==> src/rtl/led_switch_and_pkg.sv <==
// Shared helpers and LED polarity constants for led_switch_and.
// Polarity follows LED_ACTIVE_LOW_EN: defined means the LED pin is active-low.
package led_switch_and_pkg;

    function automatic int cnt_width(input int n);
        return $clog2(n) + 1;
    endfunction

`ifdef LED_ACTIVE_LOW_EN
    localparam logic LED_ON = 1'b0;
`else
    localparam logic LED_ON = 1'b1;
`endif
    localparam logic LED_OFF = ~LED_ON;

endpackage

==> src/rtl/switch_debouncer.sv <==
// One switch: SYNC_STAGES-deep synchronizer followed by a consecutive-cycle debounce counter.
module switch_debouncer
    import led_switch_and_pkg::*;
#(
    parameter int SYNC_STAGES     = 2,
    parameter int DEBOUNCE_CYCLES = 4
) (
    input  logic clk,
    input  logic rst_n,
    input  logic raw,
    output logic deb
);

    localparam int            CW       = cnt_width(DEBOUNCE_CYCLES);
    localparam logic [CW-1:0] CNT_LAST = CW'(DEBOUNCE_CYCLES - 1);

    logic [SYNC_STAGES-1:0] sync_chain;
    logic [CW-1:0]          cnt;
    logic                   sync;

    assign sync = sync_chain[SYNC_STAGES-1];

    always_ff @(posedge clk or negedge rst_n) begin
        if (!rst_n) begin
            sync_chain <= '0;
        end else begin
            sync_chain <= {sync_chain[SYNC_STAGES-2:0], raw};
        end
    end

    // cnt is cleared on reaching CNT_LAST, so it can never run past it and wrap.
    always_ff @(posedge clk or negedge rst_n) begin
        if (!rst_n) begin
            deb <= 1'b0;
            cnt <= '0;
        end else if (sync == deb) begin
            cnt <= '0;
        end else if (cnt == CNT_LAST) begin
            deb <= sync;
            cnt <= '0;
        end else begin
            cnt <= cnt + CW'(1);
        end
    end

endmodule

==> src/rtl/led_switch_and.sv <==
// LED driven by the registered AND of two debounced slide switches.
// Build option LED_ACTIVE_LOW_EN inverts the LED pin (reset value becomes 1).
module led_switch_and
    import led_switch_and_pkg::*;
#(
    parameter int DEBOUNCE_CYCLES = 4,
    parameter int SYNC_STAGES     = 2
) (
    input  logic clk,
    input  logic rst_n,
    input  logic switch_a,
    input  logic switch_b,
    output logic led
);

    logic deb_a;
    logic deb_b;

    switch_debouncer #(
        .SYNC_STAGES    (SYNC_STAGES),
        .DEBOUNCE_CYCLES(DEBOUNCE_CYCLES)
    ) u_deb_a (
        .clk  (clk),
        .rst_n(rst_n),
        .raw  (switch_a),
        .deb  (deb_a)
    );

    switch_debouncer #(
        .SYNC_STAGES    (SYNC_STAGES),
        .DEBOUNCE_CYCLES(DEBOUNCE_CYCLES)
    ) u_deb_b (
        .clk  (clk),
        .rst_n(rst_n),
        .raw  (switch_b),
        .deb  (deb_b)
    );

    always_ff @(posedge clk or negedge rst_n) begin
        if (!rst_n) begin
            led <= LED_OFF;
        end else begin
            led <= (deb_a & deb_b) ? LED_ON : LED_OFF;
        end
    end

endmodule

==> config.mk <==
export PLATFORM = sky130hd
export DESIGN_NAME = led_switch_and
export DESIGN_NICKNAME = d
export VERILOG_FILES = /design/src/rtl/led_switch_and_pkg.sv /design/src/rtl/switch_debouncer.sv /design/src/rtl/led_switch_and.sv
export SDC_FILE = /design/constraint.sdc
export NUM_CORES = 1
export LEC_CHECK = 0
export ABC_AREA = 1
export CORE_AREA = 3 3 40 42
export DETAILED_ROUTE_END_ITERATION = 16
export DIE_AREA = 0 0 43 45
export DONT_BUFFER_PORTS = 1
export GPL_TIMING_DRIVEN = 0
export PLACE_DENSITY_LB_ADDON = 0.05
export SLEW_MARGIN = 0
export SYNTH_ARGS = -nofsm -noshare
export SYNTH_HDL_FRONTEND = slang
export SYNTH_SLANG_ARGS = --single-unit
==> constraint.sdc <==
create_clock -name clk -period 1.1 [get_ports clk]
set_input_delay 0.11 -clock clk [delete_from_list [all_inputs] [get_ports clk]]
set_output_delay 0.11 -clock clk [all_outputs]
set_load 0.02 [all_outputs]
## Word-level counts from Yosys, hierarchy flattened

Cells that the tools add are included.
W data, S select, Z words.

| storage, ports and cells | value |
|---|---|
| register bits | 13 |
| bits of input ports | 4 |
| output and inout bits | 1 |
| logic and storage cells | 23 |

| operators by class | value |
|---|---|
| add/sub/neg operators | 2 |
| equality and inequality tests | 4 |
| multiplexer cells | 5 |
| bitwise gates (word level) | 3 |
| reduce and logical (&&, ||, !) cells | 2 |

Operators by type and width:

| kind | count |
|---|---|
| $mux W3 | 4 |
| $add A3 B1 Y3 const B | 2 |
| $eq A3 B2 Y1 const B | 2 |
| $reduce_and A2 Y1 | 2 |
| $eq A1 B1 Y1 | 2 |
| $not A1 Y1 | 2 |
| $and A1 B1 Y1 | 1 |
| $mux W1 | 1 |

## Longest topological paths before layout

| logic depth | value |
|---|---|
| depth in word-level cells | 3 |
| mapped depth | 4 |
| gate-level depth less buffers | 4 |

## Cells and area by module

A second synthesis with hierarchy kept.

| unflattened totals | value |
|---|---|
| cells, all modules | 53 |
| area, all modules | 508.0 um^2 |

By module, submodules not included:

| module | times used | cells an instance | area an instance (um^2) | seq. area each (um^2) |
|---|---|---|---|---|
| switch_debouncer at u_deb_b | 1 | 25 | 239.0 | 150.1 |
| switch_debouncer at u_deb_a | 1 | 25 | 236.5 | 150.1 |
| led_switch_and | 1 | 3 | 32.5 | 25.0 |

## Least setup slack after synthesis

Ideal clock, no wire load.

| timing path | value |
|---|---|
| path type | register to register |
| from | register u_deb_a.cnt[0] |
| to | register u_deb_a.cnt[0] |
| library setup time | 0.071 ns |
| arrival time | 0.793 ns |
| required time | 1.029 ns |
| setup slack | 0.236 ns |
| cell stages (with the launch flop) | 5 |
| path buffers | 0 |
| period minus slack after synthesis | 0.864 ns |
| cell sequence | dfrtp_1 ha_1 nand2_1 nand2_1 nor2_1 |

| on the way | value |
|---|---|
| longest elaborated chain between the ends | 3 |
| elaborated cells on any way between the ends | 4 |
| those cells by class | add/sub (1); eq/ne (1); mux (2) |

Ends and longest elaborated chain:

| item | RTL line | source |
|---|---|---|
| start, declared | switch_debouncer.sv:18 | `logic [CW-1:0] cnt;` |
| start signal, assigned | switch_debouncer.sv:42 | `cnt <= cnt + CW'(1);` |
| $add A3 B1 Y3 / $eq A3 B2 Y1 (equally long branches) | switch_debouncer.sv:42, switch_debouncer.sv:38 |  |
| $mux W3 * | switch_debouncer.sv:38 | `end else if (cnt == CNT_LAST) begin` |
| $mux W3 * | switch_debouncer.sv:36 | `end else if (sync == deb) begin` |

Mark *: on every way between the ends. The rest lies on a longest branch, timed or not.
A chain may end at the register's enable or synchronous reset.

## Worst setup path after layout

| timing path | value |
|---|---|
| from | register u_deb_a.cnt[0] |
| to | register u_deb_a.cnt[1] |

Same word-level chain as after synthesis.

==> summary.txt <==
CRITICAL PATH
--------------------------------------------------------------------------------
Worst reg2reg path depth                                                       4
Peak fanout along the critical path                                            3
Arrival time of the worst setup path                                     1160 ps
Reg2reg end                                                         u_deb_a.cnt[1]$_DFF_PN0_
Origin of the critical flop-to-flop path                            u_deb_a.cnt[0]$_DFF_PN0_
Kind of end point of the critical path                                      flop
Setup Crit Path Kind                                                     reg2reg
WP data required                                                         1310 ps
R2R Setup Slk                                                             140 ps
Crit start category                                                         flop

SYNTH
--------------------------------------------------------------------------------
Area leader, netlist                                                     dfrtp_1
Count of flip-flops with a built-in enable after synthesis                     0
Share of the synthesized area in the top cell type                         64.4%
Share of async-settable or async-resettable flops after synthesis           100%
Syn_area_per_cell                                                       9.54 µm²
Most common cell in the netlist                                          nand2_1
Commonest cells in the netlist                                      nand2_1, dfrtp_1, inv_1, nor2_1, nand2_2
Synth unique cells                                                             8
Synth Cell Area                                                          505 µm²
Fraction of the yosys area taken by sequential cells                       64.4%
Number of nets in the synthesized netlist                                     59
Number of storage elements in the synthesis netlist                           13
Number of synthesis warnings                                                   0
Gate Count Post-Synth                                                         53
Dominant synthesized flop cell                                           dfrtp_1
Synth top area cells                                                dfrtp_1, nand2_1, inv_1

HOLD PATH
--------------------------------------------------------------------------------
Kind of path behind the tightest hold check                             in2async

FLOORPLAN
--------------------------------------------------------------------------------
Width of the die                                                           43 µm
Die H                                                                      45 µm
Standard-cell row count                                                       13
Initial Utilization                                                        39.3%
DIE AREA                                                             0.00194 mm²
Core outline area                                                    0.00128 mm²
Top-level port count                                                           5

ROUTE
--------------------------------------------------------------------------------
Number of nets still failing antenna checks after routing                      0
Mean routed wirelength per cell                                          9.56 µm
Via count                                                                    319
Drt initial violations                                                         2
Vias/cell                                                                   4.25
Count of TritonRoute iterations in the first routing pass                      2
DR DRC count                                                                   0
Overall routed net length                                                 717 µm

TIMING
--------------------------------------------------------------------------------
Worst-case clock skew                                                    1.25 ps
Number of setup violations in the final report                                 0
Post-route minimum period                                                 956 ps
Setup tns final                                                             0 ps
Pin slew with the least headroom to its limit                             556 ps
RSZ-0062 raised after global routing                                          no
F_max                                                                   1.05 GHz
Final number of max-transition violations                                      0
Worst hold slack                                                          260 ps
Final hold violation count                                                     0
Slew HR                                                                    62.8%
Worst Setup Slack, final                                                  144 ps
Final Cycle Share                                                          86.9%

CLOCK TREE
--------------------------------------------------------------------------------
Latest clock arrival within the worst-skew pair                           270 ps
Clock buffer depth                                                             2
Clock sink count                                                              13
Root buffer cell                                                        clkbuf_4
Number of buffers created by CTS                                               3
Post-CTS setup buffer count                                                    0
TritonCTS clock tree                                                        done
Clock-pin slew on the worst setup and hold paths                           80 ps
Count of H-tree levels built during CTS                                        1

LAYOUT
--------------------------------------------------------------------------------
Utilization of the core after routing                                      45.2%
Syn-to-layout area delta                                                   14.9%
Proportion of layout cells with a drive suffix above 1                     15.0%
Fin nets                                                                      67
# diodes                                                                       0
Fill cell total of the finished layout                                       111
Sequential cell area                                                     325 µm²
Area occupied by multi-input gates                                       139 µm²

GLOBAL ROUTING
--------------------------------------------------------------------------------
Wire length of the first global-routing pass                             1.20 mm
Vias in the first global route                                               294
Overall fraction of global-route tracks in use                             9.17%
Pin count of the biggest net entering global routing                          14
Antenna violations before repair                                               0
Global route total overflow                                                    0

PLACEMENT
--------------------------------------------------------------------------------
Count of input and output buffers                                              0
RD Place Congestion                                                        0.624
Estimated wirelength of the detail-placed design                          542 µm
Post-placement worst setup slack                                          156 ps

POWER AND IR DROP
--------------------------------------------------------------------------------
Highest ir drop seen on vdd                                           0.000704 V
Leak pwr                                                                0.310 nW
PwrDens                                                              2170 mW/mm²

RUN STATUS
--------------------------------------------------------------------------------
Run status                                                          complete, no violations

RUN
--------------------------------------------------------------------------------
Maximum Capacitance Violations                                                 0

[sequential cells by signal, indices dropped and copies added, names as in the netlist]
signal,cells
u_deb_a.deb,1
u_deb_b.sync_chain,2
u_deb_b.cnt,3
led,1
u_deb_a.sync_chain,2
u_deb_b.deb,1
u_deb_a.cnt,3
[how the worst max path moves through the flow]
stage | slack [ps] | end | start
after floorplan | 240 | u_deb_a.cnt[0]$_DFF_PN0_ | u_deb_a.cnt[0]$_DFF_PN0_
after global placement | 190 | u_deb_b.cnt[0]$_DFF_PN0_ | u_deb_b.cnt[0]$_DFF_PN0_
after detailed placement | 160 | u_deb_b.cnt[1]$_DFF_PN0_ | u_deb_b.cnt[0]$_DFF_PN0_
after CTS | 140 | u_deb_a.cnt[1]$_DFF_PN0_ | u_deb_a.cnt[0]$_DFF_PN0_
after global routing | 60 | u_deb_b.cnt[1]$_DFF_PN0_ | u_deb_b.cnt[0]$_DFF_PN0_
final | 140 | u_deb_a.cnt[1]$_DFF_PN0_ | u_deb_a.cnt[0]$_DFF_PN0_
[cell usage in the layout (no fill, tap or decap), drive strengths merged]
cell type | synthesis | routed
clkbuf | 0 | 4
nand2 | 19 | 19
dfrtp | 13 | 13
ha | 2 | 2
nand3 | 2 | 2
nor2 | 6 | 6
dlygate4sd3 | 0 | 3
inv | 11 | 11
[final cells by class]
| cell class | count | share of cell area, % |
|---|---|---|
| Inverter | 11 | 7.11 |
| Tap cell | 15 | 3.23 |
| Clock buffer | 4 | 4.53 |
| Sequential cell | 13 | 56.0 |
| Timing Repair Buffer | 3 | 5.17 |
| Multi-Input combinational cell | 29 | 23.9 |
[layer usage]
layer	global-route usage (%)	vias to the layer above	part of all wire, %
li1	-	167	-
met1	9.44	147	43
met2	14.1	5	52
met3	2.39	0	5.2
met4	10.8	0	0
met5	0	-	0
[report_power, final]
part           switching (mW)  internal, mW  total (mW)  leakage [nW]
Clock                   0.150         0.141       0.290        0.0150
Combinational           0.172         0.125       0.297         0.131
Sequential             0.0847         0.588       0.673         0.165
[through the flow]
step	cells	total power [mW]	area, µm²
after floorplan	53	0.907	505
after global placement	68	0.937	524
after detailed placement	68	0.965	524
after CTS	75	1.28	581
after global routing	75	1.36	581
final	75	1.26	581
[what timing repair did]
item                                   4_1_cts  5_1_grt
resized for setup                            0        0
hold buffers                                 3        0
endpoints found under the hold margin       15        0
[worst max-delay path, cell delays in order, from the launching register on]
cell and delay [ps]:
dfrtp_1 390, ha_1 230, nand2_1 120, nand2_1 60, nor2_1 100
[kinds of logic after synthesis]
family / synth area share, %
adders and majority gates: 4.95
buffers and inverters: 8.17
DFF: 64.4
and+or+nand+nor: 22.5
No activity file was read; power rests on OpenSTA's default activity.
